==> src/rtl/acc_rmw_ctrl_if.sv <==
// ----------------------------------------------------------------------------
// acc_rmw_ctrl_if
// Bundles every handshake and bus signal of acc_rmw_ctrl: the partial-sum
// input stream, the drain command, the drain output stream, status flags and
// the read/write ports towards the accumulator memory (acc_unit).
//   slave  : the controller's view (acc_rmw_ctrl)
//   master : the surrounding logic's view (array columns, consumer, memory)
// ----------------------------------------------------------------------------
interface acc_rmw_ctrl_if #(
  parameter int DATA_WIDTH = 32,
  parameter int PSUM_WIDTH = 16,
  parameter int ADDR_WIDTH = 12
);
  // partial-sum input stream
  logic                  in_valid;
  logic                  in_ready;
  logic [ADDR_WIDTH-1:0] in_addr;
  logic [PSUM_WIDTH-1:0] in_data;
  logic                  in_first;
  // drain command
  logic                  drain_start;
  logic [ADDR_WIDTH-1:0] drain_base;
  logic [ADDR_WIDTH:0]   drain_count;
  logic                  drain_clear;
  // drain output stream
  logic                  out_valid;
  logic                  out_ready;
  logic [DATA_WIDTH-1:0] out_data;
  logic                  out_last;
  // status
  logic                  busy;
  logic                  ovf_sticky;
  // accumulator memory ports
  logic                  mem_read_req;
  logic [ADDR_WIDTH-1:0] mem_read_addr;
  logic [DATA_WIDTH-1:0] mem_read_data;
  logic                  mem_write_req;
  logic [ADDR_WIDTH-1:0] mem_write_addr;
  logic [DATA_WIDTH-1:0] mem_write_data;

  modport slave (
    input  in_valid, in_addr, in_data, in_first,
    input  drain_start, drain_base, drain_count, drain_clear,
    input  out_ready, mem_read_data,
    output in_ready, out_valid, out_data, out_last, busy, ovf_sticky,
    output mem_read_req, mem_read_addr, mem_write_req, mem_write_addr, mem_write_data
  );

  modport master (
    output in_valid, in_addr, in_data, in_first,
    output drain_start, drain_base, drain_count, drain_clear,
    output out_ready, mem_read_data,
    input  in_ready, out_valid, out_data, out_last, busy, ovf_sticky,
    input  mem_read_req, mem_read_addr, mem_write_req, mem_write_addr, mem_write_data
  );
endinterface

==> src/rtl/acc_rmw_ctrl.sv <==
// ----------------------------------------------------------------------------
// acc_rmw_ctrl
// Read-modify-write front end for the accumulator memory. Signed partial sums
// are added (saturating) to the stored word at their address, or overwrite it
// on a first pass, at one element per cycle. A drain command streams a
// contiguous (wrapping) address range out over valid/ready, optionally zeroing
// each drained word.
// Ports:
//   clk    : clock, all state updates on posedge
//   reset  : asynchronous, active-low reset
//   bus    : acc_rmw_ctrl_if.slave (input stream, drain command/stream,
//            busy/ovf_sticky status, acc_unit read/write ports)
// Memory read data is valid the cycle after mem_read_req.
// ----------------------------------------------------------------------------
module acc_rmw_ctrl #(
  parameter int DATA_WIDTH = 32,
  parameter int PSUM_WIDTH = 16,
  parameter int ADDR_WIDTH = 12
) (
  input  logic            clk,
  input  logic            reset,
  acc_rmw_ctrl_if.slave   bus
);

  typedef enum logic [1:0] {
    S_IDLE,
    S_DRAIN_WAIT,
    S_DRAIN_RD,
    S_DRAIN_OUT
  } state_t;

  localparam logic [DATA_WIDTH-1:0] SAT_MAX = {1'b0, {(DATA_WIDTH-1){1'b1}}};
  localparam logic [DATA_WIDTH-1:0] SAT_MIN = {1'b1, {(DATA_WIDTH-1){1'b0}}};
  localparam logic [ADDR_WIDTH:0]   ONE     = (ADDR_WIDTH+1)'(1);

  state_t                r_state;
  // stage 1: element whose read was issued last cycle, written this cycle
  logic                  r_s1_valid;
  logic                  r_s1_first;
  logic [ADDR_WIDTH-1:0] r_s1_addr;
  logic [PSUM_WIDTH-1:0] r_s1_data;
  // copy of the write issued in the previous cycle
  logic                  r_fwd_valid;
  logic [ADDR_WIDTH-1:0] r_fwd_addr;
  logic [DATA_WIDTH-1:0] r_fwd_data;
  // drain context
  logic [ADDR_WIDTH-1:0] r_base;
  logic [ADDR_WIDTH:0]   r_count;
  logic [ADDR_WIDTH:0]   r_idx;
  logic                  r_clear;
  logic                  r_out_fresh;   // first DRAIN_OUT cycle: read data is live
  logic [DATA_WIDTH-1:0] r_out_data;
  logic                  r_ovf;

  logic                         w_idle;
  logic                         w_accept;
  logic                         w_start_ok;
  logic                         w_last;
  logic                         w_clr_wr;
  logic [ADDR_WIDTH-1:0]        w_drain_addr;
  logic signed [DATA_WIDTH-1:0] w_psum_ext;
  logic [DATA_WIDTH-1:0]        w_old;
  logic [DATA_WIDTH:0]          w_sum;
  logic                         w_clamp;
  logic [DATA_WIDTH-1:0]        w_sat;
  logic [DATA_WIDTH-1:0]        w_acc_wdata;

  assign w_idle       = (r_state == S_IDLE);
  assign w_accept     = bus.in_valid & bus.in_ready;
  assign w_start_ok   = w_idle & bus.drain_start & (bus.drain_count != '0);
  assign w_last       = (r_idx == r_count - ONE);
  // ADDR_WIDTH-bit add wraps past the top of memory back to 0
  assign w_drain_addr = r_base + r_idx[ADDR_WIDTH-1:0];
  assign w_clr_wr     = (r_state == S_DRAIN_OUT) & r_out_fresh & r_clear;

  // Size cast of a signed operand sign-extends the partial sum.
  assign w_psum_ext   = DATA_WIDTH'($signed(r_s1_data));
  // A write issued last cycle may not be visible in the memory read yet.
  assign w_old        = (r_fwd_valid && (r_fwd_addr == r_s1_addr)) ? r_fwd_data
                                                                   : bus.mem_read_data;
  assign w_sum        = {w_old[DATA_WIDTH-1], w_old} + {w_psum_ext[DATA_WIDTH-1], w_psum_ext};
  // Top two bits disagree exactly when the sum left the DATA_WIDTH range.
  assign w_clamp      = w_sum[DATA_WIDTH] ^ w_sum[DATA_WIDTH-1];
  assign w_sat        = w_clamp ? (w_sum[DATA_WIDTH] ? SAT_MIN : SAT_MAX) : w_sum[DATA_WIDTH-1:0];
  assign w_acc_wdata  = r_s1_first ? w_psum_ext : w_sat;

  // in_ready is gated by the reset input so it reads 0 while reset is held.
  assign bus.in_ready       = reset & w_idle & ~bus.drain_start;
  assign bus.mem_read_req   = w_accept | (r_state == S_DRAIN_RD);
  assign bus.mem_read_addr  = w_accept                 ? bus.in_addr  :
                              (r_state == S_DRAIN_RD)  ? w_drain_addr : '0;
  // Stage-1 writes and drain-clear writes never overlap: no input is accepted
  // outside IDLE and the drain waits for stage 1 to empty.
  assign bus.mem_write_req  = r_s1_valid | w_clr_wr;
  assign bus.mem_write_addr = r_s1_valid ? r_s1_addr :
                              w_clr_wr   ? w_drain_addr : '0;
  assign bus.mem_write_data = r_s1_valid ? w_acc_wdata : '0;

  assign bus.out_valid  = (r_state == S_DRAIN_OUT);
  // In the first output cycle the word comes straight from the memory's
  // output register; afterwards from the held copy.
  assign bus.out_data   = !bus.out_valid ? '0 :
                          r_out_fresh    ? bus.mem_read_data : r_out_data;
  assign bus.out_last   = bus.out_valid & w_last;
  assign bus.busy       = ~w_idle | r_s1_valid;
  assign bus.ovf_sticky = r_ovf;

  // NOTE: sequential state uses non-blocking assignments only, so every
  // register samples the pre-edge values regardless of statement order.
  always_ff @(posedge clk or negedge reset) begin
    if (!reset) begin
      r_state     <= S_IDLE;
      r_s1_valid  <= 1'b0;
      r_s1_first  <= 1'b0;
      r_s1_addr   <= '0;
      r_s1_data   <= '0;
      r_fwd_valid <= 1'b0;
      r_fwd_addr  <= '0;
      r_fwd_data  <= '0;
      r_base      <= '0;
      r_count     <= '0;
      r_idx       <= '0;
      r_clear     <= 1'b0;
      r_out_fresh <= 1'b0;
      r_out_data  <= '0;
      r_ovf       <= 1'b0;
    end else begin
      r_s1_valid <= w_accept;
      if (w_accept) begin
        r_s1_addr  <= bus.in_addr;
        r_s1_data  <= bus.in_data;
        r_s1_first <= bus.in_first;
      end

      r_fwd_valid <= bus.mem_write_req;
      r_fwd_addr  <= bus.mem_write_addr;
      r_fwd_data  <= bus.mem_write_data;

      // A clamp on a write still in flight at drain start belongs to the
      // drained data, so setting takes priority over clearing.
      if (w_start_ok) r_ovf <= 1'b0;
      if (r_s1_valid && !r_s1_first && w_clamp) r_ovf <= 1'b1;

      r_out_fresh <= 1'b0;
      case (r_state)
        S_IDLE: begin
          if (w_start_ok) begin
            r_base  <= bus.drain_base;
            r_count <= bus.drain_count;
            r_clear <= bus.drain_clear;
            r_idx   <= '0;
            r_state <= S_DRAIN_WAIT;
          end
        end
        S_DRAIN_WAIT: begin
          if (!r_s1_valid) r_state <= S_DRAIN_RD;
        end
        S_DRAIN_RD: begin
          r_out_fresh <= 1'b1;
          r_state     <= S_DRAIN_OUT;
        end
        S_DRAIN_OUT: begin
          if (r_out_fresh) r_out_data <= bus.mem_read_data;
          if (bus.out_ready) begin
            if (w_last) begin
              r_state <= S_IDLE;
            end else begin
              r_idx   <= r_idx + ONE;
              r_state <= S_DRAIN_RD;
            end
          end
        end
        default: r_state <= S_IDLE;
      endcase
    end
  end

endmodule

==> src/flat_wrapper.sv <==
// flat-port wrapper written by rule: the top's interface ports become plain ports
module acc_rmw_ctrl_flat 
#(
  parameter int DATA_WIDTH = 32,
  parameter int PSUM_WIDTH = 16,
  parameter int ADDR_WIDTH = 12
)
  (clk, reset, bus_in_valid, bus_in_addr, bus_in_data, bus_in_first, bus_drain_start, bus_drain_base, bus_drain_count, bus_drain_clear, bus_out_ready, bus_mem_read_data, bus_in_ready, bus_out_valid, bus_out_data, bus_out_last, bus_busy, bus_ovf_sticky, bus_mem_read_req, bus_mem_read_addr, bus_mem_write_req, bus_mem_write_addr, bus_mem_write_data);
  acc_rmw_ctrl_if #(.DATA_WIDTH(DATA_WIDTH), .PSUM_WIDTH(PSUM_WIDTH), .ADDR_WIDTH(ADDR_WIDTH)) bus_i ();
  input  logic clk;
  input  logic reset;
  input wire logic [$bits(bus_i.in_valid)-1:0] bus_in_valid;
  input wire logic [$bits(bus_i.in_addr)-1:0] bus_in_addr;
  input wire logic [$bits(bus_i.in_data)-1:0] bus_in_data;
  input wire logic [$bits(bus_i.in_first)-1:0] bus_in_first;
  input wire logic [$bits(bus_i.drain_start)-1:0] bus_drain_start;
  input wire logic [$bits(bus_i.drain_base)-1:0] bus_drain_base;
  input wire logic [$bits(bus_i.drain_count)-1:0] bus_drain_count;
  input wire logic [$bits(bus_i.drain_clear)-1:0] bus_drain_clear;
  input wire logic [$bits(bus_i.out_ready)-1:0] bus_out_ready;
  input wire logic [$bits(bus_i.mem_read_data)-1:0] bus_mem_read_data;
  output wire logic [$bits(bus_i.in_ready)-1:0] bus_in_ready;
  output wire logic [$bits(bus_i.out_valid)-1:0] bus_out_valid;
  output wire logic [$bits(bus_i.out_data)-1:0] bus_out_data;
  output wire logic [$bits(bus_i.out_last)-1:0] bus_out_last;
  output wire logic [$bits(bus_i.busy)-1:0] bus_busy;
  output wire logic [$bits(bus_i.ovf_sticky)-1:0] bus_ovf_sticky;
  output wire logic [$bits(bus_i.mem_read_req)-1:0] bus_mem_read_req;
  output wire logic [$bits(bus_i.mem_read_addr)-1:0] bus_mem_read_addr;
  output wire logic [$bits(bus_i.mem_write_req)-1:0] bus_mem_write_req;
  output wire logic [$bits(bus_i.mem_write_addr)-1:0] bus_mem_write_addr;
  output wire logic [$bits(bus_i.mem_write_data)-1:0] bus_mem_write_data;
  assign bus_i.in_valid = bus_in_valid;
  assign bus_i.in_addr = bus_in_addr;
  assign bus_i.in_data = bus_in_data;
  assign bus_i.in_first = bus_in_first;
  assign bus_i.drain_start = bus_drain_start;
  assign bus_i.drain_base = bus_drain_base;
  assign bus_i.drain_count = bus_drain_count;
  assign bus_i.drain_clear = bus_drain_clear;
  assign bus_i.out_ready = bus_out_ready;
  assign bus_i.mem_read_data = bus_mem_read_data;
  assign bus_in_ready = bus_i.in_ready;
  assign bus_out_valid = bus_i.out_valid;
  assign bus_out_data = bus_i.out_data;
  assign bus_out_last = bus_i.out_last;
  assign bus_busy = bus_i.busy;
  assign bus_ovf_sticky = bus_i.ovf_sticky;
  assign bus_mem_read_req = bus_i.mem_read_req;
  assign bus_mem_read_addr = bus_i.mem_read_addr;
  assign bus_mem_write_req = bus_i.mem_write_req;
  assign bus_mem_write_addr = bus_i.mem_write_addr;
  assign bus_mem_write_data = bus_i.mem_write_data;
  acc_rmw_ctrl #(.DATA_WIDTH(DATA_WIDTH), .PSUM_WIDTH(PSUM_WIDTH), .ADDR_WIDTH(ADDR_WIDTH)) u_core (.clk(clk), .reset(reset), .bus(bus_i));
endmodule
==> config.mk <==
export PLATFORM = sky130hd
export DESIGN_NAME = acc_rmw_ctrl_flat
export DESIGN_NICKNAME = d
export VERILOG_FILES = /design/src/rtl/acc_rmw_ctrl_if.sv /design/src/rtl/acc_rmw_ctrl.sv /design/src/flat_wrapper.sv
export SDC_FILE = /design/constraint.sdc
export NUM_CORES = 1
export LEC_CHECK = 0
export ABC_AREA = 1
export CORE_ASPECT_RATIO = 0.9
export CORE_MARGIN = 8
export CORE_UTILIZATION = 40
export CTS_CLUSTER_DIAMETER = 100
export DETAILED_ROUTE_END_ITERATION = 8
export GPL_ROUTABILITY_DRIVEN = 0
export PLACE_DENSITY = 0.73
export SKIP_LAST_GASP = 1
export SYNTH_ARGS = -nofsm -noshare
export SYNTH_HDL_FRONTEND = slang
export SYNTH_SLANG_ARGS = --single-unit
==> constraint.sdc <==
create_clock -name clk -period 3.75 [get_ports clk]
set_input_delay 0.5625 -clock clk [delete_from_list [all_inputs] [get_ports clk]]
set_output_delay 0.5625 -clock clk [all_outputs]
set_load 0.01 [all_outputs]
After elaboration in Yosys (flattened, before gate mapping) --
Cells that the tools add are included. Widths: inputs -> output; s select.
Storage, ports and cells: bits in registers 150, input bits 92, output and inout port bits 95
Operators by class: add/subtract/negate cells 4, equal/unequal tests 9, multiplexer cells 23, bitwise gates (word level) 14, reduce and logical (&&, ||, !) cells 11
Operators by type and width (number):
- $mux 32 | 7
- $mux 12 | 4
- $mux 13 | 3
- $add 32x16->33 | 1
- $pmux 13 s2 | 1
- $add 13x1->13 const B | 1
- $eq 13x13->1 | 1
- $reduce_bool 13->1 | 1
- $sub 13x1->13 const B | 1
- $add 12x12->12 | 1
- $eq 12x12->1 | 1
- $and 1x1->1 | 8
- $mux 2 | 4
- $ne 2x2->1 const B | 4
- $pmux 2 s4 | 1
- $eq 2x2->1 const B | 2
- $reduce_and 4->1 | 1
- $reduce_bool 2->1 | 2
- $logic_and 1x1->1 | 3
- $mux 1 | 3
- $or 1x1->1 | 3
- $reduce_and 3->1 | 1
- $eq 2x1->1 const B | 1
- $logic_not 2->1 | 1
- 4 further kinds | 5

Longest topological paths before layout --
Gate-level depths: netlist of the first run.
word-level depth 8, mapped depth 28

Least setup slack after synthesis of the first run --
OpenSTA, ideal clock, no wires.
path type register -> output, start point register u_core.r_s1_addr[11], end point output bus_mem_write_data[21], data arrival time 3.373 ns, required time 3.188 ns, slack -0.185 ns, stages on the path, launching flop included 27, cells stage by stage dfrtp_1 > inv_1 > o21ai_0 > nor4_1 > nand4_1 > clkbuf_1 > o21ai_0 > ha_1 > inv_1 > fa_1 > inv_1 > nand3_1 > nand2_1 > nand2_1 > nand2_1 > nand2_1 > nand2_2 > nand2_1 > nand2_1 > nand2_1 > nand2_2 > inv_2 > a21oi_4 > buf_6 > nand2_1 > nand2_1 > inv_1
On the way: word-level cells in the longest chain between the ends 8, elaborated cells on any way between the ends 9, classes of those cells add/sub (1); eq/ne (1); mux (5); bitwise (1); reduce/logical (1)
Ends and longest elaborated chain:
- from (decl) | line acc_rmw_ctrl.sv:40 | logic [ADDR_WIDTH-1:0] r_s1_addr;
- from (signal assigned) | line acc_rmw_ctrl.sv:130 | r_s1_addr <= bus.in_addr;
- $eq 12x12->1 (*) | line acc_rmw_ctrl.sv:79 | assign w_old = (r_fwd_valid && (r_fwd_addr == r_s1_addr)) ? r_fwd_data
- $logic_and 1x1->1 (*) | line acc_rmw_ctrl.sv:79
- $mux 32 (*) | line acc_rmw_ctrl.sv:79
- $add 32x16->33 (*) | line acc_rmw_ctrl.sv:81 | assign w_sum = {w_old[DATA_WIDTH-1], w_old} + {w_psum_ext[DATA_WIDTH-1], w_psum_ext};
- $mux 32 or $xor 1x1->1 (tied branches) | line acc_rmw_ctrl.sv:84, acc_rmw_ctrl.sv:83
- $mux 32 (*) | line acc_rmw_ctrl.sv:84 | assign w_sat = w_clamp ? (w_sum[DATA_WIDTH] ? SAT_MIN : SAT_MAX) : w_sum[DATA_WIDTH-1:0];
- $mux 32 (*) | line acc_rmw_ctrl.sv:85 | assign w_acc_wdata = r_s1_first ? w_psum_ext : w_sat;
- $mux 32 (*) | line acc_rmw_ctrl.sv:97 | assign bus.mem_write_data = r_s1_valid ? w_acc_wdata : '0;
- to (decl) | line flat_wrapper.sv:32 | output wire logic [$bits(bus_i.mem_write_data)-1:0] bus_mem_write_data;
Every way passes the cells marked *; elsewhere a longest branch is shown, timed or not.

Worst setup path after layout of the first run --
start point register u_core.r_s1_addr[11], end point output bus_mem_write_data[19]
Same word-level chain as after synthesis.

==> results of run 1 <==
-- sequential cells by signal, indices dropped and copies added, names as in the netlist --
signal	count
u_core.r_s1_addr	12
u_core.r_base	12
u_core.r_s1_valid	1
u_core.r_s1_data	16
u_core.r_idx	13
u_core.r_state	2
u_core.r_clear	1
u_core.r_fwd_addr	12
u_core.bus.ovf_sticky	1
u_core.r_fwd_data	32
u_core.r_out_data	32
u_core.r_s1_first	1
u_core.r_count	13
u_core.r_out_fresh	1
u_core.r_fwd_valid	1
-- worst max-delay path: cells and delay by family (launching register included) --
| family | cells | cell delay, ps |
|---|---|---|
| buf+inv | 9 | 1110 |
| compound gates | 5 | 750 |
| fa+ha+maj | 1 | 250 |
| flops | 1 | 330 |
| simple gates | 11 | 1470 |
-- worst max path at each step --
stage | end | from | cells past startpoint
after floorplan | bus_mem_write_data[21] | u_core.r_s1_addr[10]$_DFFE_PN0P_ | 25
after global placement | bus_mem_write_data[28] | u_core.r_fwd_addr[11]$_DFF_PN0_ | 21
after detailed placement | bus_mem_write_data[17] | u_core.r_s1_addr[11]$_DFFE_PN0P_ | 25
after CTS | bus_mem_write_data[17] | u_core.r_s1_addr[8]$_DFFE_PN0P_ | 29
after global routing | bus_mem_write_data[19] | u_core.r_s1_addr[11]$_DFFE_PN0P_ | 26
final | bus_mem_write_data[19] | u_core.r_s1_addr[11]$_DFFE_PN0P_ | 26
-- through the flow --
step                instance area, sq um   util  power, W
CTS                                15400  0.618   0.00568
floorplan                          10100      -   0.00292
global placement                   13400  0.537   0.00383
detailed placement                 13400  0.537   0.00388
global route                       15800  0.633   0.00603
finish                             15800  0.633   0.00574
-- layer usage --
metal | vias to the layer above | GRT usage | wire length [um]
li1 | 5437 | - | -
met1 | 5687 | 0.338 | 17600
met2 | 757 | 0.386 | 18400
met3 | 223 | 0.0650 | 4200
met4 | 0 | 0.120 | 2550
met5 | - | 0 | 0
-- area by class of cell --
cell class / count / area, sq um
Clock buffer: 17 / 425
Multi-Input combinational cell: 1103 / 6440
Fill cell: 1985 / 9140
Inverter: 172 / 651
Sequential cell: 150 / 3750
Timing Repair Buffer: 418 / 3920
Clock inverter: 14 / 141
Tap cell: 342 / 428
Antenna cell: 1 / 2.50
-- placed cells by master, fill, tap and decap left out, drive strengths merged, types with 3 or more instances in the layout --
| master | n |
|---|---|
| a31oi | 3 |
| and3 | 4 |
| nor4 | 5 |
| inv | 177 |
| clkbuf | 17 |
| a21o | 4 |
| or2 | 8 |
| clkinv | 6 |
| nand4 | 12 |
| buf | 265 |
| nand2 | 492 |
| nand3 | 50 |
| nor3 | 9 |
| a21oi | 52 |
| o21ai | 142 |
| o21a | 4 |
| dfrtp | 150 |
| xnor2 | 23 |
| o21bai | 9 |
| ha | 45 |
| o22ai | 11 |
| xor2 | 46 |
| nor2 | 172 |
| clkdlybuf4s50 | 153 |
-- Yosys cell counts, types with 3 or more instances --
library cell,count,area (sq um)
sky130_fd_sc_hd__nand2_2,7,43.8
sky130_fd_sc_hd__buf_6,3,33.8
sky130_fd_sc_hd__inv_1,167,627
sky130_fd_sc_hd__xor2_1,46,403
sky130_fd_sc_hd__dfrtp_1,150,3750
sky130_fd_sc_hd__clkbuf_1,35,131
sky130_fd_sc_hd__o22ai_1,11,68.8
sky130_fd_sc_hd__nor2_1,171,642
sky130_fd_sc_hd__o21bai_1,9,67.6
sky130_fd_sc_hd__buf_2,4,20.0
sky130_fd_sc_hd__a21o_1,4,30.0
sky130_fd_sc_hd__a31oi_1,3,18.8
sky130_fd_sc_hd__nand4_1,12,75.1
sky130_fd_sc_hd__and3_1,4,25.0
sky130_fd_sc_hd__nand3_1,49,245
sky130_fd_sc_hd__nor3_1,9,45.0
sky130_fd_sc_hd__a21oi_1,51,255
sky130_fd_sc_hd__xnor2_1,23,201
sky130_fd_sc_hd__nand2_1,485,1820
sky130_fd_sc_hd__nor4_1,5,31.3
sky130_fd_sc_hd__o21a_1,4,30.0
sky130_fd_sc_hd__or2_2,6,37.5
sky130_fd_sc_hd__clkinv_1,3,11.3
sky130_fd_sc_hd__o21ai_0,142,711
sky130_fd_sc_hd__ha_1,45,563
-- logic make-up after synthesis --
logic type                 after synthesis  synth area share
AOI/OAI and AO/OA                      230             0.123
xor gates and xnor gates                69            0.0600
buffers and inverters                  217            0.0837
adders and majority gates               47            0.0599
and+or+nand+nor                        757             0.301
DFF                                    150             0.373
-- power groups by stage --
stage          Combinational [W]  Clock, W  Sequential, W
3_5_place_dp             0.00189         0        0.00199
4_1_cts                  0.00197   0.00174        0.00196
6_report                 0.00203   0.00174        0.00197
5_1_grt                  0.00223   0.00182        0.00199
2_1_floorplan           0.000970         0        0.00195
3_3_place_gp             0.00185         0        0.00198
-- timing repair --
action / CTS / global route
hold buffers: 0 / 0
gates resized for setup: 410 / 74
setup endpoints to repair: 39 / 68
pin swaps: 100 / 40
cloned: 7 / 0
setup buffers: 62 / 16
==> out/results.txt, run 1 <==
clock net sink count: 150
crit path time final: 4930 ps
switch share: 0.367
Worst EP arrival: 4370 ps
Worst setup SP type: flip-flop
Via Count: 12100
iteration-0 DRC count of the detailed router: 1336
via/cell ratio: 5.46
final setup slack of the worst path: -1180 ps
global router's overall resource usage: 0.256
power dissipated by switching net loads: 0.00210 W
warning count from the yosys run: 0
initial standard-cell utilization of the core: 0.404
flop-to-flop setup slack: -860 ps
most prevalent standard cell on the critical path: sky130_fd_sc_hd__buf_6
clock tree skew after final layout: 23.6 ps
static power due to leakage: 7.91 nW
setup tns final: -37850 ps
failing checks: setup timing
total count of hold-check failures in the final report: 0
# IOs: 187
area of the die: 0.0305 sq mm
total nets after synthesis: 1609
wire length of the first global-routing pass: 62500 um
maximum number of pins on one net before global-route repair: 77
share of cells above drive strength 1: 0.293
routed wire length: 42700 um
fraction of the yosys area taken by sequential cells: 0.373
fin. max-slew vios: 0
status: finished with violations
Remaining Overflow, GRT: 0
clock buffers created by TritonCTS: 17
total power density per cell area: 364 mW/mm^2
type of the worst min-delay path: input port to asynchronous set/reset pin
setup repair after global routing missed its margin: yes
buffer cell driving the clock tree root: sky130_fd_sc_hd__clkbuf_16
number of global-route vias before repair: 11500
number of placed instances with taps included: 2104
Post-route DRC: 0
most frequently used flop master after synthesis: sky130_fd_sc_hd__dfrtp_1
post-synthesis instance area: 0.0101 sq mm
worst ir drop on vdd: 0.308 mV
type of destination of the critical path: output port
area overhead of the layout relative to synthesis: 56.6%
initial antenna violation count: 1
Chip Width: 183 um
clock latency reported for the late side of the worst-skew pair: 440 ps
Setup Slack @ Placement: -905 ps
HPWL reported at the end of detailed placement: 26500 um
fraction of registers with async set/reset: 1.00
number of port buffers: 186
clock network power share: 0.304
final cell count without fillers: 2217
final layout net count: 2001
Worst Hold Margin: 395 ps
startpoint of the worst register-to-register path: u_core.r_s1_addr[11]$_DFFE_PN0P_
endpoint required time on the critical path: 3190 ps
worst reg2reg path depth: 31
Max stage delay cell, worst path: sky130_fd_sc_hd__dfrtp_1
Std-Cell Core Area: 0.0249 sq mm
Reg-to-Reg End: u_core.r_fwd_data[7]$_DFF_PN0_
Reg power frac: 0.343
Unique masters post-synth: 39
ANT nets after route: 0
height of the die: 167 um
gate count of the mapped netlist: 1470
Logic pwr share: 0.354
total internal power: 0.00364 W
Slew HR: 0.333
critical path class: flip-flop to output port
number of flops mapped to enable cells by yosys: 0
clock transition at the registers of the reported paths: 70 ps
routed len/inst: 19.3 um
buffer depth of the longest clock path: 2
TritonRoute pass-1 iters: 9
Worst Tran Pin Value: 1000 ps
maximum fanout along the worst path: 7
Row Count: 55
post-route fraction of the period consumed by the critical path: 1.32
maximum single-stage delay on the critical path: 330 ps
reported max-cap violation count: 0
CTS tree: done
Post-Syn Area per Cell: 6.85 sq um
post-synthesis sequential element count: 150
Max Clk Rate: 203 MHz
number of H-tree levels: 4
setup-violating endpoint count in the final report: 61
No activity file was read; power rests on OpenSTA's default activity.
==> inputs of run 2 (changes only) <==
--- a/config.mk
+++ b/config.mk
@@ -8,11 +8,11 @@
 export ABC_AREA = 1
 export CORE_ASPECT_RATIO = 0.9
 export CORE_MARGIN = 8
-export CORE_UTILIZATION = 40
+export CORE_UTILIZATION = 29
 export CTS_CLUSTER_DIAMETER = 100
 export DETAILED_ROUTE_END_ITERATION = 8
 export GPL_ROUTABILITY_DRIVEN = 0
-export PLACE_DENSITY = 0.73
+export PLACE_DENSITY = 0.58
 export SKIP_LAST_GASP = 1
 export SYNTH_ARGS = -nofsm -noshare
 export SYNTH_HDL_FRONTEND = slang
==> out/results.txt, run 2 (synthesis gave the netlist of run 1 again) <==
Logic pwr share: 0.344 (-0.010)
iteration-0 DRC count of the detailed router: 946 (-29%)
Worst EP arrival: 4130 ps (-240 ps)
most frequent standard cell in the layout excluding fill and tap cells: sky130_fd_sc_hd__nand2_1
area overhead of the layout relative to synthesis: 47.9%
Reg-to-Reg End: u_core.r_fwd_data[0]$_DFF_PN0_
Std-Cell Core Area: 0.0341 sq mm (+37%)
critical path class: flip-flop to output port
endpoint required time on the critical path: 3190 ps (about the same)
# IOs: 187 (unchanged)
maximum single-stage delay on the critical path: 410 ps (+80 ps)
CTS tree: done
routed len/inst: 16.6 um (-14%)
Worst setup SP type: flip-flop
status: finished with violations
flop-to-flop setup slack: -160 ps (+700 ps)
Worst Tran Pin Value: 1050 ps (+46.4 ps)
clock latency reported for the late side of the worst-skew pair: 450 ps (about the same)
routed wire length: 38000 um (-11%)
maximum number of pins on one net before global-route repair: 151 (+96%)
worst ir drop on vdd: 0.241 mV (-22%)
power dissipated by switching net loads: 0.00199 W (-5.6%)
fin. max-slew vios: 0 (unchanged)
clock network power share: 0.315 (+0.011)
initial standard-cell utilization of the core: 0.295 (-0.109)
Slew HR: 0.301 (-0.0317)
share of cells above drive strength 1: 0.213 (-0.0802)
buffer depth of the longest clock path: 2 (unchanged)
clock transition at the registers of the reported paths: 60 ps (about the same)
post-route fraction of the period consumed by the critical path: 1.25 (-0.0644)
Via Count: 10600 (-12%)
TritonRoute pass-1 iters: 9 (unchanged)
buffer cell driving the clock tree root: sky130_fd_sc_hd__clkbuf_16
final setup slack of the worst path: -942 ps (+241 ps)
global router's overall resource usage: 0.183 (-0.0728)
via/cell ratio: 4.62 (-15%)
number of H-tree levels: 4 (unchanged)
maximum fanout along the worst path: 15 (+8)
most prevalent standard cell on the critical path: sky130_fd_sc_hd__nand2_1
clock tree skew after final layout: 8.98 ps (-14.6 ps)
initial antenna violation count: 1 (unchanged)
worst reg2reg path depth: 27 (-13%)
static power due to leakage: 7.57 nW (-4.4%)
most frequent cells in the layout: sky130_fd_sc_hd__nand2_1, sky130_fd_sc_hd__buf_4, sky130_fd_sc_hd__nor2_1, sky130_fd_sc_hd__clkdlybuf4s50_1, sky130_fd_sc_hd__dfrtp_1
Max stage delay cell, worst path: sky130_fd_sc_hd__dfrtp_1
number of port buffers: 186 (unchanged)
type of destination of the critical path: output port
Chip Width: 212 um (+16%)
HPWL reported at the end of detailed placement: 28200 um (+6.6%)
startpoint of the worst register-to-register path: u_core.r_fwd_addr[9]$_DFF_PN0_
total internal power: 0.00373 W (+2.7%)
total power density per cell area: 384 mW/mm^2 (+5.5%)
final standard cell utilization of the core: 0.437 (-0.196)
Remaining Overflow, GRT: 0 (unchanged)
final layout net count: 1954 (-2.3%)
crit path time final: 4690 ps (-241 ps)
switch share: 0.347 (-0.0195)
reported max-cap violation count: 0 (unchanged)
number of global-route vias before repair: 10500 (-8.8%)
clock net sink count: 150 (unchanged)
setup repair after global routing missed its margin: yes
failing checks: setup timing
setup-violating endpoint count in the final report: 39 (-36%)
clock buffers created by TritonCTS: 17 (unchanged)
type of the worst min-delay path: input port to asynchronous set/reset pin
height of the die: 193 um (+16%)
registers with the highest flip-flop counts: u_core.r_fwd_data x32, u_core.r_out_data x32, u_core.r_s1_data x16
Worst Hold Margin: 246 ps (-149 ps)
Post-route DRC: 0 (unchanged)
Max Clk Rate: 213 MHz (+5.1%)
Reg power frac: 0.341 (-0.002)
area of the die: 0.0410 sq mm (+34%)
Row Count: 64 (+16%)
Post-CTS Hold Buffers: 0 (unchanged)
total count of hold-check failures in the final report: 0 (unchanged)
wire length of the first global-routing pass: 58100 um (-7.0%)
ANT nets after route: 0 (unchanged)
-- run 2: power groups by stage --
stage	clock network [W]	registers [W]	logic (W)
after detailed placement	0	0.00198	0.00196
after global routing	0.00191	0.00198	0.00220
after floorplan	0	0.00195	0.000970
after CTS	0.00185	0.00195	0.00198
final	0.00180	0.00195	0.00197
after global placement	0	0.00197	0.00193
-- run 2: layer usage --
layer  routed length, um  vias to the layer above  track usage
li1                    -                     5336            -
met1               17800                     4925        0.251
met2               16800                      282        0.277
met3                2350                       54       0.0396
met4                1040                        0       0.0721
met5                   0                        -            0
-- run 2: how the worst max path moves through the flow --
| stage | from | to |
|---|---|---|
| global placement | u_core.r_s1_addr[7]$_DFFE_PN0P_ | bus_mem_write_data[1] |
| finish | u_core.r_fwd_addr[9]$_DFF_PN0_ | bus_mem_write_data[5] |
| detailed placement | u_core.r_s1_addr[7]$_DFFE_PN0P_ | bus_mem_write_data[1] |
| floorplan | u_core.r_s1_addr[10]$_DFFE_PN0P_ | bus_mem_write_data[21] |
| global route | u_core.r_fwd_addr[9]$_DFF_PN0_ | bus_mem_write_data[5] |
| CTS | u_core.r_s1_addr[7]$_DFFE_PN0P_ | bus_mem_write_data[22] |
-- run 2: final cells by class --
type                            instances  area, sq um
Antenna cell                            2         5.00
Clock buffer                           20          447
Clock inverter                         12          153
Fill cell                            3453        19200
Inverter                              172          646
Multi-Input combinational cell       1103         5870
Sequential cell                       150         3750
Tap cell                              462          578
Timing Repair Buffer                  371         3450
-- run 2: critical path, delay by kind of cell, from the launching register on --
family / cells / cell delay [ps]
and+or+nand+nor: 14 / 1450
AOI/OAI and AO/OA: 4 / 540
DFF: 1 / 410
buffers and inverters: 7 / 870
adders and majority gates: 1 / 380
-- run 2: through the flow --
step,cell area [sq um],total power (W),instances,setup TNS [ps],setup slack [ps]
detailed placement,13600,0.00393,2227,-29220,-985
finish,14900,0.00572,2292,-28350,-942
CTS,14400,0.00577,2272,-29050,-1000
global route,14900,0.00609,2291,-37490,-1170
global placement,13600,0.00389,2227,-31420,-1020
floorplan,10100,0.00292,1470,-1350,-73.9
-- run 2: timing repair --
action	in CTS	in global routing
gates resized for setup	139	165
pin swaps	14	38
setup buffers	10	18
endpoints found under the hold margin	0	0
gates cloned	3	3
endpoints found under the setup margin	41	67
==> inputs of run 3 (changes only) <==
--- a/config.mk
+++ b/config.mk
@@ -7,7 +7,6 @@
 export LEC_CHECK = 0
 export ABC_AREA = 1
 export CORE_ASPECT_RATIO = 0.9
-export CORE_MARGIN = 8
 export CORE_UTILIZATION = 29
 export CTS_CLUSTER_DIAMETER = 100
 export DETAILED_ROUTE_END_ITERATION = 8
==> out/results.txt, run 3 (synthesis gave the netlist of run 1 again) <==
area overhead of the layout relative to synthesis: 52.7%
total count of hold-check failures in the final report: 0 (unchanged)
startpoint of the worst setup timing path: u_core.r_s1_addr[3]$_DFFE_PN0P_
most frequent standard cell in the layout excluding fill and tap cells: sky130_fd_sc_hd__nand2_1
setup repair after global routing missed its margin: yes
final setup slack of the worst path: -1060 ps (-119 ps)
routed len/inst: 16.4 um (-1.4%)
setup tns final: -29990 ps (-1640 ps)
clock tree skew after final layout: 13.8 ps (+4.85 ps)
CTS tree: done
clock transition at the registers of the reported paths: 70 ps (about the same)
reported max-cap violation count: 0 (unchanged)
switch share: 0.356 (+0.00856)
Worst setup SP type: flip-flop
clock network power share: 0.314 (about the same)
buffer cell driving the clock tree root: sky130_fd_sc_hd__clkbuf_16
startpoint of the worst register-to-register path: u_core.r_s1_addr[3]$_DFFE_PN0P_
Std-Cell Core Area: 0.0341 sq mm (unchanged)
post-route fraction of the period consumed by the critical path: 1.28 (+0.0317)
ANT nets after route: 0 (unchanged)
type of the worst min-delay path: input port to asynchronous set/reset pin
clock buffers created by TritonCTS: 17 (unchanged)
Worst Tran Pin Value: 856 ps (-191 ps)
Chip Width: 198 um (-6.6%)
most prevalent standard cell on the critical path: sky130_fd_sc_hd__nand2_2
Remaining Overflow, GRT: 0 (unchanged)
maximum single-stage delay on the critical path: 380 ps (-30 ps)
final layout net count: 1993 (+2.0%)
Setup Slack @ Placement: -943 ps (+41.8 ps)
Row Count: 64 (unchanged)
clock net sink count: 150 (unchanged)
number of antenna cells inserted: 0 (-2)
number of global-route vias before repair: 10500 (+0.24%)
buffer depth of the longest clock path: 2 (unchanged)
setup-violating endpoint count in the final report: 41 (+5.1%)
Max Clk Rate: 208 MHz (-2.5%)
initial standard-cell utilization of the core: 0.295 (unchanged)
filler cell count: 3354 (-2.9%)
Post-route DRC: 0 (unchanged)
Via Count: 11000 (+3.8%)
TritonRoute pass-1 iters: 5 (-4)
Max stage delay cell, worst path: sky130_fd_sc_hd__dfrtp_1
iteration-0 DRC count of the detailed router: 776 (-18%)
fin. max-slew vios: 0 (unchanged)
type of destination of the critical path: output port
Worst EP arrival: 4250 ps (+120 ps)
registers with the highest flip-flop counts: u_core.r_fwd_data x32, u_core.r_out_data x32, u_core.r_s1_data x16
static power due to leakage: 7.81 nW (+3.2%)
failing checks: setup timing
status: finished with violations
share of cells above drive strength 1: 0.243 (+0.0304)
Reg power frac: 0.343 (+0.002)
worst ir drop on vdd: 0.274 mV (+14%)
clock latency reported for the late side of the worst-skew pair: 450 ps (about the same)
maximum number of pins on one net before global-route repair: 151 (unchanged)
HPWL reported at the end of detailed placement: 27100 um (-3.8%)
critical path class: flip-flop to output port
Post-CTS Hold Buffers: 0 (unchanged)
via/cell ratio: 4.72 (+2.2%)
power dissipated by switching net loads: 0.00203 W (+2.3%)
total internal power: 0.00368 W (-1.4%)
routed wire length: 38100 um (+0.21%)
maximum fanout along the worst path: 8 (-7)
most frequent cells in the layout: sky130_fd_sc_hd__nand2_1, sky130_fd_sc_hd__buf_4, sky130_fd_sc_hd__nor2_1, sky130_fd_sc_hd__clkdlybuf4s50_1, sky130_fd_sc_hd__dfrtp_1
height of the die: 179 um (-7.3%)
# IOs: 187 (unchanged)
total power density per cell area: 372 mW/mm^2 (-3.2%)
number of port buffers: 186 (unchanged)
Logic pwr share: 0.343 (about the same)
endpoint required time on the critical path: 3190 ps (about the same)
initial antenna violation count: 0 (-1)
area of the die: 0.0355 sq mm (-13%)
wire length of the first global-routing pass: 57400 um (-1.3%)
Slew HR: 0.429 (+0.128)
number of H-tree levels: 4 (unchanged)
crit path time final: 4810 ps (+119 ps)
global router's overall resource usage: 0.212 (+0.0290)
[run 3: final cells by class]
type                       count  area (sq um)  area share
inverter                     172           648      0.0422
clock inverter                15           166      0.0108
sequential                   150          3750       0.244
timing repair buffer         410          3870       0.252
multi-input combinational   1103          5930       0.386
tap                          462           578      0.0376
clock buffer                  17           425      0.0277
[run 3: timing repair]
action | 4_1_cts | 5_1_grt
setup endpoints to repair | 36 | 66
pin swaps | 21 | 31
gates resized for setup | 243 | 115
setup buffers | 43 | 29
gates cloned | 5 | 2
[run 3: power by group through the flow]
stage / clock [W] / combinational [W] / sequential, W
final: 0.00179 / 0.00196 / 0.00196
after global routing: 0.00189 / 0.00217 / 0.00198
after CTS: 0.00183 / 0.00195 / 0.00196
after detailed placement: 0 / 0.00192 / 0.00199
after global placement: 0 / 0.00190 / 0.00198
after floorplan: 0 / 0.000970 / 0.00195
[run 3: final timing paths]
| path | depth (start not counted) | slack, ps | endpoint |
|---|---|---|---|
| hold reg to reg | 2 | 480 | u_core.r_out_data[29]$_DFFE_PN0P_ |
| max in group asynchronous | 2 | 2840 | u_core.r_out_data[26]$_DFFE_PN0P_ |
| setup reg to reg | 32 | -180 | u_core.r_fwd_data[1]$_DFF_PN0_ |
| min in group clk | 2 | 480 | u_core.r_out_data[29]$_DFFE_PN0P_ |
| setup / recovery | 30 | -1060 | bus_mem_write_data[1] |
| hold / removal | 2 | 270 | u_core.r_base[7]$_DFFE_PN0P_ |
[run 3: metrics by stage]
stage | total power [W] | hold slack [ps] | utilization | instances | cell area (sq um)
final | 0.00571 | 268 | 0.451 | 2329 | 15400
after global placement | 0.00388 | 466 | 0.397 | 2227 | 13600
after floorplan | 0.00292 | 267 | - | 1470 | 10100
after global routing | 0.00605 | 333 | 0.451 | 2329 | 15400
after detailed placement | 0.00391 | 473 | 0.397 | 2227 | 13600
after CTS | 0.00575 | 322 | 0.436 | 2305 | 14900
[run 3: worst max-delay path: cells and delay by family (launching register included)]
family | cells | cell delay, ps
buffers and inverters | 13 | 1480
DFF | 1 | 380
adders and majority gates | 2 | 560
AOI/OAI and AO/OA | 5 | 670
and+or+nand+nor | 10 | 680
[run 3: layer usage]
layer	wire (um)	global-route usage
met5	0	0
met4	948	0.0715
met3	2410	0.0363
met2	16700	0.322
met1	18000	0.302
